File: config.mk
export PLATFORM = sky130hd
export DESIGN_NAME = uart_tx_framer
export DESIGN_NICKNAME = d
export VERILOG_FILES = /design/src/rtl/uart_pkg.sv /design/src/rtl/uart_byte_fifo.sv /design/src/rtl/uart_tx_framer.sv
export SDC_FILE = /design/constraint.sdc
export NUM_CORES = 1
export LEC_CHECK = 0
export ABC_AREA = 0
export CORE_ASPECT_RATIO = 1.2
export CORE_MARGIN = 2
export CORE_UTILIZATION = 40
export DETAILED_ROUTE_END_ITERATION = 8
export PLACE_DENSITY = 0.57
export SETUP_SLACK_MARGIN = 0.1
export SYNTH_ARGS = -nofsm -noshare
export SYNTH_HDL_FRONTEND = slang
export SYNTH_HIERARCHICAL = 1
export SYNTH_SLANG_ARGS = --single-unit
File: constraint.sdc
create_clock -name clk -period 6.05 [get_ports clk]
set_clock_uncertainty 0.15 [all_clocks]
set_input_delay 0.9075 -clock clk [delete_from_list [all_inputs] [get_ports clk]]
set_output_delay 0.9075 -clock clk [all_outputs]
set_load 0.01 [all_outputs]
File: src/rtl/uart_pkg.sv
`default_nettype none
// ============================================================================
// Package : uart_pkg
// Purpose : Shared frame layout constants, output-stage state type and the
//           frame builder used by the UART transmit framer.
// Revision: 1.0  initial release
// ============================================================================
package uart_pkg;

  localparam int FRAME_W   = 11;
  localparam int BIT_START = 0;
  localparam int BIT_PAR   = 9;
  localparam int BIT_STOP  = 10;
  localparam int DATA_LSB  = 1;
  localparam int DATA_W    = 8;

  // Idle UART line is all ones; used whenever no frame is presented.
  localparam logic [FRAME_W-1:0] LINE_IDLE = 11'h7FF;

  typedef enum logic [0:0] {
    ST_IDLE = 1'b0,
    ST_HOLD = 1'b1
  } out_state_t;

  // frame = {stop, par, data[7:0], start}. With parity disabled bit9 acts
  // as a second stop bit.
  function automatic logic [FRAME_W-1:0] build_frame(
    input logic [DATA_W-1:0] data,
    input logic              par_en,
    input logic              par_odd
  );
    logic [FRAME_W-1:0] f;
    logic               par;
    par                    = par_en ? ((^data) ^ par_odd) : 1'b1;
    f                      = LINE_IDLE;
    f[BIT_START]           = 1'b0;
    f[DATA_LSB +: DATA_W]  = data;
    f[BIT_PAR]             = par;
    f[BIT_STOP]            = 1'b1;
    return f;
  endfunction

endpackage : uart_pkg
`default_nettype wire

File: src/rtl/uart_byte_fifo.sv
`default_nettype none
// ============================================================================
// Module  : uart_byte_fifo
// Purpose : Synchronous FIFO with a registered "ready" (not full) flag.
// Ports   : clk, rst_n      clock, async active-low reset
//           i_push, i_data  write request / data (ignored when o_ready=0)
//           o_ready         registered !full, low during reset
//           i_pop, o_data   read request / head data (ignored when empty)
//           o_empty, o_full status flags derived from the count
//           o_count         number of entries held
// Revision: 1.0  initial release
// ============================================================================
module uart_byte_fifo #(
  parameter int DEPTH = 4,
  parameter int WIDTH = 8
) (
  input  logic                     clk,
  input  logic                     rst_n,
  input  logic                     i_push,
  input  logic [WIDTH-1:0]         i_data,
  output logic                     o_ready,
  input  logic                     i_pop,
  output logic [WIDTH-1:0]         o_data,
  output logic                     o_empty,
  output logic                     o_full,
  output logic [$clog2(DEPTH):0]   o_count
);

  localparam int AW = $clog2(DEPTH);
  localparam int CW = AW + 1;
  localparam logic [CW-1:0] C_FULL = CW'(DEPTH);

  logic [WIDTH-1:0] r_mem [DEPTH];
  logic [AW-1:0]    r_wr_ptr;
  logic [AW-1:0]    r_rd_ptr;
  logic [CW-1:0]    r_count;
  logic             r_ready;

  logic             w_push;
  logic             w_pop;
  logic [CW-1:0]    w_count_next;

  // Pushes are gated by the registered ready so the count can never exceed
  // DEPTH, even if a producer ignores the handshake.
  assign w_push = i_push && r_ready;
  assign w_pop  = i_pop && (r_count != '0);

  always_comb begin
    w_count_next = r_count;
    case ({w_push, w_pop})
      2'b10:   w_count_next = r_count + 1'b1;
      2'b01:   w_count_next = r_count - 1'b1;
      default: w_count_next = r_count;
    endcase
  end

  always_ff @(posedge clk or negedge rst_n) begin
    if (!rst_n) begin
      r_wr_ptr <= '0;
      r_rd_ptr <= '0;
      r_count  <= '0;
      r_ready  <= 1'b0;
    end else begin
      if (w_push) r_wr_ptr <= r_wr_ptr + 1'b1;
      if (w_pop)  r_rd_ptr <= r_rd_ptr + 1'b1;
      r_count <= w_count_next;
      // Ready follows the post-edge count, so a pop while full reopens the
      // input only on the following cycle.
      r_ready <= (w_count_next != C_FULL);
    end
  end

  // Storage needs no reset: entries are only read after being written.
  always_ff @(posedge clk) begin
    if (w_push) r_mem[r_wr_ptr] <= i_data;
  end

  assign o_data  = r_mem[r_rd_ptr];
  assign o_ready = r_ready;
  assign o_empty = (r_count == '0);
  assign o_full  = (r_count == C_FULL);
  assign o_count = r_count;

endmodule : uart_byte_fifo
`default_nettype wire

File: src/rtl/uart_tx_framer.sv
`default_nettype none
// ============================================================================
// Module  : uart_tx_framer
// Purpose : Buffers bytes from a valid/ready producer and presents complete
//           11-bit UART frames to the transmitter one at a time.
// Ports   : clk, rst_n               clock, async active-low reset
//           in_data/in_valid/in_ready byte input handshake
//           frame/frame_valid/frame_ready  frame output handshake
//           fifo_count                bytes in the FIFO (not the frame reg)
// Revision: 1.0  initial release
// ============================================================================
module uart_tx_framer
  import uart_pkg::*;
#(
  parameter int FIFO_DEPTH = 4,
  parameter int PARITY_EN  = 1,
  parameter int PARITY_ODD = 0
) (
  input  logic                        clk,
  input  logic                        rst_n,
  input  logic [7:0]                  in_data,
  input  logic                        in_valid,
  output logic                        in_ready,
  output logic [10:0]                 frame,
  output logic                        frame_valid,
  input  logic                        frame_ready,
  output logic [$clog2(FIFO_DEPTH):0] fifo_count
);

  out_state_t         r_state;
  out_state_t         w_state_next;
  logic [FRAME_W-1:0] r_frame;

  logic               w_fifo_ready;
  logic               w_fifo_empty;
  logic               w_fifo_full;
  logic [DATA_W-1:0]  w_fifo_data;
  logic               w_pop;
  logic               w_frame_taken;

  uart_byte_fifo #(
    .DEPTH (FIFO_DEPTH),
    .WIDTH (DATA_W)
  ) u_fifo (
    .clk     (clk),
    .rst_n   (rst_n),
    .i_push  (in_valid),
    .i_data  (in_data),
    .o_ready (w_fifo_ready),
    .i_pop   (w_pop),
    .o_data  (w_fifo_data),
    .o_empty (w_fifo_empty),
    .o_full  (w_fifo_full),
    .o_count (fifo_count)
  );

  // The output register is free when idle or when its frame leaves this
  // edge; either way it refills straight from the FIFO head.
  assign w_frame_taken = (r_state == ST_HOLD) && frame_ready;
  assign w_pop         = !w_fifo_empty && ((r_state == ST_IDLE) || frame_ready);

  // State register
  always_ff @(posedge clk or negedge rst_n) begin
    if (!rst_n) r_state <= ST_IDLE;
    else        r_state <= w_state_next;
  end

  // Next-state logic
  always_comb begin
    w_state_next = r_state;
    case (r_state)
      ST_IDLE: if (!w_fifo_empty)                w_state_next = ST_HOLD;
      ST_HOLD: if (frame_ready && w_fifo_empty)  w_state_next = ST_IDLE;
      default:                                   w_state_next = ST_IDLE;
    endcase
  end

  // Frame register: idle line whenever nothing is presented
  always_ff @(posedge clk or negedge rst_n) begin
    if (!rst_n) begin
      r_frame <= LINE_IDLE;
    end else if (w_pop) begin
      r_frame <= build_frame(w_fifo_data, (PARITY_EN != 0), (PARITY_ODD != 0));
    end else if (w_frame_taken) begin
      r_frame <= LINE_IDLE;
    end
  end

  // Output decode
  always_comb begin
    frame_valid = (r_state == ST_HOLD);
  end

  assign frame    = r_frame;
  assign in_ready = w_fifo_ready;

  // Full flag is implied by in_ready; kept on the FIFO for other users.
  logic w_unused;
  assign w_unused = w_fifo_full;

endmodule : uart_tx_framer
`default_nettype wire

# Word level (Yosys, flattened, before mapping)

Memories as Yosys holds them, arrays and structs flattened.
Cells that the tools add are included.

Register bits: 20
Latch bits: 0
Memory bits (writable): 32
ROM bits: 0
Input bits: 12
Output and inout bits: 16
Logic and storage cells: 34
Memories kept: 1

Add/sub/neg operators: 4
Multipliers: 0
Divide/modulo/power cells: 0
Magnitude comparators: 0
Equal/unequal tests: 3
Shift operators: 0
Muxes and demuxes: 8
Bitwise gates (word level): 1
Reduce and logical (&&, ||, !) cells: 11

Memories:

| name         | depth | bits a word | read ports | clocked after Yosys merged registers in | wr ports | line                 | text |
|---|---|---|---|---|---|---|---|
| u_fifo.r_mem | 4     | 8           | 1          | 0                                       | 1        | uart_byte_fifo.sv:33 | `logic [WIDTH-1:0] r_mem [DEPTH];` |

Operators with widths:

| kind                                                 | number |
|---|---|
| 2-to-1 mux 11 bit                                    | 2 |
| XOR reduction 8 bit                                  | 1 |
| case mux 3 bit (2 select lines)                      | 1 |
| logical AND 1 bit                                    | 5 |
| adder 2 x 1 -> 2 bit (second input constant)         | 2 |
| 2-to-1 mux 1 bit                                     | 4 |
| adder 3 x 1 -> 3 bit (second input constant)         | 1 |
| logical NOT 3 bit                                    | 1 |
| inequality test 3 bit (second input constant)        | 1 |
| nonzero test 3 bit                                   | 1 |
| subtractor 3 x 1 -> 3 bit (second input constant)    | 1 |
| equality test 2 x 1 -> 1 bit (second input constant) | 1 |
| equality test 2 bit (second input constant)          | 1 |
| case mux 1 bit (2 select lines)                      | 1 |
| nonzero test 2 bit                                   | 1 |
| logical NOT 1 bit                                    | 1 |
| logical OR 1 bit                                     | 1 |
| inverter 1 bit                                       | 1 |

# Longest topological paths before layout

Gate-level depths: netlist (run 1).

Depth after elaboration: 7
Mapped depth: 11
Gate-level depth less buffers: 11

# Modules after synthesis

Netlist (run 1), hierarchy kept.

Modules (own cells, without submodules):

| module         | instances | cells an instance | area an instance (um2) | sequential area each (um2) |
|---|---|---|---|---|
| uart_byte_fifo | 1         | 81                | 1592.8                 | 1161.1 |
| uart_tx_framer | 1         | 40                | 495.5                  | 287.8 |

# Worst setup path before layout (run 1)

Ideal clock, no wire load.

Path kind: input to register
Start point: in frame_ready
End point: reg u_fifo.r_ready, in the netlist u_fifo/o_ready
Library setup time: 124 ps
Arrival: 2831 ps
Data required time: 5776 ps
Setup slack: 2945 ps
Stages: 10
Buffers on the path: 0
Cells stage by stage: nand2b_1 > nand2_1 > inv_1 > o31a_1 > ha_1 > inv_1 > fa_1 > xor2_1 > or3_1 > a211o_1

Longest elaborated chain between the ends: 6
Elaborated cells between the ends (all ways): 7
Classes of those cells: eq/ne: 3; mux: 1; reduce/logical: 3

RTL lines:

| what                                                                | line                 | text |
|---|---|---|
| start: declaration                                                  | uart_tx_framer.sv:26 | `input logic frame_ready,` |
| logical OR 1 bit *                                                  | uart_tx_framer.sv:60 | `assign w_pop = !w_fifo_empty && ((r_state == ST_IDLE) \|\| frame_ready);` |
| logical AND 1 bit *                                                 | uart_tx_framer.sv:60 |  |
| via w_pop                                                           | uart_tx_framer.sv:38 | `logic w_pop;` |
| logical AND 1 bit *                                                 | uart_byte_fifo.sv:46 | `assign w_pop = i_pop && (r_count != '0);` |
| via u_fifo.w_pop                                                    | uart_byte_fifo.sv:40 | `logic w_pop;` |
| equality test 2 x 1 -> 1 bit or equality test 2 bit (tied branches) | uart_byte_fifo.sv:50 | `case ({w_push, w_pop})` |
| case mux 3 bit (2 select lines) *                                   | uart_byte_fifo.sv:50 |  |
| inequality test 3 bit *                                             | uart_byte_fifo.sv:69 | `r_ready <= (w_count_next != C_FULL);` |
| end signal: assignment                                              | uart_byte_fifo.sv:69 |  |
| end: declaration                                                    | uart_byte_fifo.sv:37 | `logic r_ready;` |

Mark *: on every way through the listed nets, which the timed path passes. The rest lies on a longest branch.
A chain may end at the register's enable or synchronous reset.

# Worst setup path after layout (run 1)

Same ends and word-level chain as after synthesis.

==> results.sh, run 1 <==
export IMPL_die_area_um2=5800
export IMPL_drive_above_1_share_pct=18.7
export IMPL_cts_buffers=5
export IMPL_grt_setup_unrepaired="no"
export IMPL_power_w=0.00135
export IMPL_place_area_um2=2390
export IMPL_viasPerCell=5.12
export IMPL_total_leakage_power_nw=0.912
export IMPL_drtIter0Drc=69
export IMPL_holdWs_ns=0.353
export IMPL_slowest_delay_ns=0.47
export IMPL_routed_via_count=1076
export IMPL_cpMaxStageDelayCell="clkdlybuf4s50_1"
export IMPL_maxSlewHeadroom_pct=44.6
export IMPL_stdcell_count=210
export IMPL_initial_utilization_pct=41.9
export IMPL_outcome="complete, no violations"
export IMPL_end_kind="flop"
export IMPL_cts_root_buf="clkbuf_8"
export IMPL_criticalPathCategory="input port to flop"
export IMPL_post_drt_wl_per_cell_um=15.8
export IMPL_area_delta_synth_final_pct=20.4
export IMPL_die_h_um=83.0
export IMPL_setup_viol=0
export IMPL_port_buffers=26
export IMPL_yosysWarnings=6
export IMPL_dp_cells=202
export IMPL_max_freq_mhz=285
export IMPL_synthCells=120
export IMPL_fin_crit_sh_pct=57.9
export IMPL_clkTransAtPathRegs_ns=0.09
export IMPL_slew_violations=0
export IMPL_clock_latency_ns=0.30
export IMPL_routed_wl_um=3320
export IMPL_design_area_um2=2510
export IMPL_avgSynthCellArea_um2=17.3
export IMPL_gp_congestion=0.729
export IMPL_grt_overflow=0
export IMPL_hp_class="flop to flop"
export IMPL_postRouteAntennaNets=0
export IMPL_die_x_um=69.9
export IMPL_grt_usage_pct=12.7
export IMPL_crit_top_cell="inv_1"
export IMPL_seqCellArea_um2=1450
export IMPL_final_common_cell="edfxtp_1"
export IMPL_worstPathArrival_ns=3.54
export IMPL_drcViolationCount=0
export IMPL_cp_required_ns=6.09
export IMPL_vdd_ir_drop_max_mv=0.215
export IMPL_fill_cells=426
export IMPL_tightest_slew_ns=0.829
export IMPL_cts_repair_resized=0
export IMPL_core_area_um2=4970
export IMPL_multi_input_area_um2=576
export IMPL_power_density_nw_per_um2=537
export IMPL_diodes=0
export IMPL_antenna_found_initial=0
export IMPL_syn_area_um2=2080
export IMPL_dr_pass1_iters=4
export IMPL_cts_max_level=2
export IMPL_dp_hpwl_um=2350
export IMPL_cts_sinks=51
export IMPL_pin_count=28
export IMPL_grt_max_degree=20
export IMPL_cap_violations=0
export IMPL_first_global_vias=1111
export IMPL_nets=167
export IMPL_final_cell_mix="edfxtp_1 (32), clkdlybuf4s50_1 (26), xnor2_1 (10), dfstp_2 (10), dfrtp_1 (9)"
export IMPL_synth_nets=138
export IMPL_cts_setup_buffers=0
export IMPL_clock_path_buffers=2
export IMPL_startpoint_type="input port"
export IMPL_cts_hold_buf=0
export IMPL_period_needed_ns=3.50
export IMPL_cts_tree="yes"
export IMPL_crit_chain="clkdlybuf4s50_1 > nand2b_1 > nand2_1 > inv_1 > o31a_1 > ha_1 > inv_1 > fa_1 > xor2_1 > or3_1 > a211o_1"
export IMPL_grt_pass1_wl_um=5600
export IMPL_setup_tns_final_ns=0
export IMPL_crit_fanout=9
export IMPL_hold_violations=0
export IMPL_rows=28
## per-layer routing
metal / track usage, % / share of wire, %
met1: 16.3 / 44
met2: 19.9 / 50
met3: 3.76 / 3.8
met4: 5.77 / 2.0
met5: 0 / 0
## state kept, by name, indices dropped and copies added, names as in the netlist
name	count
u_fifo/o_ready	1
frame_valid	1
u_fifo/r_mem	32
frame	10
u_fifo/o_count	3
u_fifo/r_rd_ptr	2
u_fifo/r_wr_ptr	2
## power by group
group | internal [W] | total (W) | switching, W
Clock | 0.000134 | 0.000239 | 0.000105
Combinational | 0.000293 | 0.000524 | 0.000231
Sequential | 0.000502 | 0.000584 | 0.0000814
Total | 0.000929 | 0.00135 | 0.000418
## final timing paths
path                                   startpoint                  to  slack, ns  depth (start not counted)
worst max-delay path                  frame_ready      u_fifo/o_ready       2.55                         11
worst min-delay path                     frame[0]            frame[0]       0.35                          2
worst max register to register  u_fifo/o_count[0]      u_fifo/o_ready       3.17                         11
worst min register to register           frame[0]            frame[0]       0.35                          2
max in group asynchronous                   rst_n  u_fifo/r_wr_ptr[1]       4.31                          1
min in group asynchronous                   rst_n   u_fifo/o_count[0]       0.93                          1
## worst max-delay path, delay by kind of cell
family                     cells  cell delay (ns)
adders and majority gates      2             0.57
buffers and inverters          3             0.67
AOI/OAI and AO/OA              2             0.51
and+or+nand+nor                3             0.73
xor gates and xnor gates       1             0.16
## per-stage QoR
| stage | setup WS [ns] | utilization (%) |
|---|---|---|
| floorplan | 2.95 | - |
| global placement | 2.34 | 48.0 |
| detailed placement | 2.24 | 48.0 |
| CTS | 2.55 | 50.4 |
| global route | 2.38 | 50.4 |
| finish | 2.55 | 50.4 |
## area by class of cell
class,count,share of cell area [%]
repair buffers,26,10.4
well taps,60,2.99
clock inverters,2,1.40
flip-flops and latches,51,57.8
inverters,8,1.20
clock buffers,6,3.29
multi-input cells,57,23.0
Note: power is estimated with default switching activity, not from simulation.
==> run 2: changes to the inputs <==
==> constraint.sdc (replaced) <==
create_clock -name clk -period 3.4 [get_ports clk]
set_clock_uncertainty 0.15 [all_clocks]
set_input_delay 0.51 -clock clk [delete_from_list [all_inputs] [get_ports clk]]
set_output_delay 0.51 -clock clk [all_outputs]
set_load 0.01 [all_outputs]
==> run 2 against run 1 <==
Effect of this change:
- power increased by 74%
- critical path depth unchanged
- combinational power increased by 78%
- sequential power increased by 78%
- register-to-register slack got worse by 2.5 ns
- global-route usage decreased by 0.29 points
- first-iteration DRC count decreased by 13%
- via count decreased by 0.56%
- sequential share of layout area increased by 0.12 points
- cell count increased by 0.48%
- die area unchanged
- core utilization decreased by 0.10 points
- largest power group unchanged
- highest routed layer unchanged
==> results.sh, run 2 (synthesis results as in run 1) <==
export IMPL_outcome="complete, no violations"
export IMPL_worstPathArrival_ns=2.96
export IMPL_gp_congestion=0.732
export IMPL_clock_path_buffers=2
export IMPL_viasPerCell=5.07
export IMPL_cts_tree="yes"
export IMPL_seqCellArea_um2=1450
export IMPL_final_common_cell="edfxtp_1"
export IMPL_vdd_ir_drop_max_mv=0.415
export IMPL_dr_pass1_iters=4
export IMPL_cp_required_ns=3.43
export IMPL_clock_latency_ns=0.30
export IMPL_dp_cells=203
export IMPL_antenna_found_initial=0
export IMPL_cts_buffers=5
export IMPL_slew_violations=0
export IMPL_maxSlewHeadroom_pct=45.1
export IMPL_cts_hold_buf=0
export IMPL_max_freq_mhz=342
export IMPL_multi_input_area_um2=576
export IMPL_drive_above_1_share_pct=18.5
export IMPL_pin_count=28
export IMPL_end_kind="flop"
export IMPL_diodes=0
export IMPL_die_h_um=83.0
export IMPL_largest_register="u_fifo/r_mem"
export IMPL_rows=28
export IMPL_grt_overflow=0
export IMPL_holdWs_ns=0.353
export IMPL_die_area_um2=5800
export IMPL_hp_class="flop to flop"
export IMPL_startpoint_type="input port"
export IMPL_die_x_um=69.9
export IMPL_area_delta_synth_final_pct=20.2
export IMPL_dp_hpwl_um=2290
export IMPL_final_cell_mix="edfxtp_1 (32), clkdlybuf4s50_1 (26), xnor2_1 (10), dfstp_2 (10), dfrtp_1 (9)"
export IMPL_post_drt_wl_per_cell_um=15.5
export IMPL_setup_viol=0
export IMPL_power_density_nw_per_um2=938
export IMPL_tightest_slew_ns=0.822
export IMPL_grt_setup_unrepaired="no"
export IMPL_grt_max_degree=20
export IMPL_drtIter0Drc=60
export IMPL_core_area_um2=4970
export IMPL_nets=168
export IMPL_total_leakage_power_nw=0.905
export IMPL_hold_violations=0
export IMPL_routed_wl_um=3280
export IMPL_postRouteAntennaNets=0
export IMPL_grt_usage_pct=12.4
export IMPL_grt_pass1_wl_um=5450
export IMPL_period_needed_ns=2.93
export IMPL_setup_tns_final_ns=0
export IMPL_power_w=0.00235
export IMPL_fill_cells=434
export IMPL_routed_via_count=1070
export IMPL_stdcell_count=211
export IMPL_clkTransAtPathRegs_ns=0.08
export IMPL_cts_root_buf="clkbuf_8"
export IMPL_largest_reg_flops=32
export IMPL_crit_fanout=4
export IMPL_r2r_slack_ns=0.71
export IMPL_cts_max_level=2
export IMPL_fin_crit_sh_pct=86.1
export IMPL_port_buffers=26
export IMPL_cap_violations=0
export IMPL_first_global_vias=1085
export IMPL_drcViolationCount=0
export IMPL_cts_sinks=51
export IMPL_initial_utilization_pct=41.9
export IMPL_cts_setup_buffers=0
export IMPL_criticalPathCategory="input port to flop"
export IMPL_cts_repair_resized=0
[run 2: cell count changes in the layout (fill, tap and decap cells not counted)]
cell        change
bufinv_16       -1
clkbuf_1        +1
clkbuf_16       +1
clkinvlp_4      +1
clkbuf_8        -1
buf_4           +1
clkinv_2        -1
[run 2: cell type report]
cell class | instances | share of cell area, %
flip-flops and latches | 51 | 57.9
repair buffers | 27 | 10.7
inverters | 8 | 1.20
multi-input cells | 57 | 23.0
clock buffers | 7 | 3.90
clock inverters | 1 | 0.300
well taps | 60 | 3.00
[run 2: final timing paths]
| check | start | cells past startpoint | to |
|---|---|---|---|
| worst max-delay path | frame_ready | 11 | u_fifo/o_ready |
| worst min-delay path | frame[0] | 2 | frame[0] |
| worst max register to register | u_fifo/o_count[0] | 11 | u_fifo/o_ready |
| worst min register to register | frame[0] | 2 | frame[0] |
| max in group asynchronous | rst_n | 1 | u_fifo/r_wr_ptr[1] |
| min in group asynchronous | rst_n | 1 | frame_valid |
[run 2: where the power goes]
group / switching, W / leakage [nW] / internal (W)
Sequential: 0.000144 / 0.499 / 0.000894
Combinational: 0.000408 / 0.356 / 0.000527
Clock: 0.000185 / 0.0496 / 0.000190
[run 2: worst max-delay path: stages]
cell             delay (ns)
clkdlybuf4s50_1        0.47
nand2b_1               0.17
nand2_1                0.09
inv_1                  0.08
o31a_1                 0.20
ha_1                   0.20
inv_1                  0.06
fa_1                   0.37
xor2_1                 0.15
or3_1                  0.34
a211o_1                0.32
[run 2: metal layers]
layer,global-route usage (%),up-vias,part of all wire [%]
li1,-,502,-
met1,15.1,538,43
met2,20.8,24,51
met3,3.64,6,4.5
met4,4.72,0,1.7
met5,0,-,0
[run 2: metrics by stage]
| step | util, % | instance area, um2 | setup slack (ns) |
|---|---|---|---|
| after floorplan | - | 2080 | 0.693 |
| after global placement | 48.2 | 2400 | 0.267 |
| after detailed placement | 48.2 | 2400 | 0.184 |
| after CTS | 50.3 | 2500 | 0.487 |
| after global routing | 50.3 | 2500 | 0.334 |
| final | 50.3 | 2500 | 0.473 |
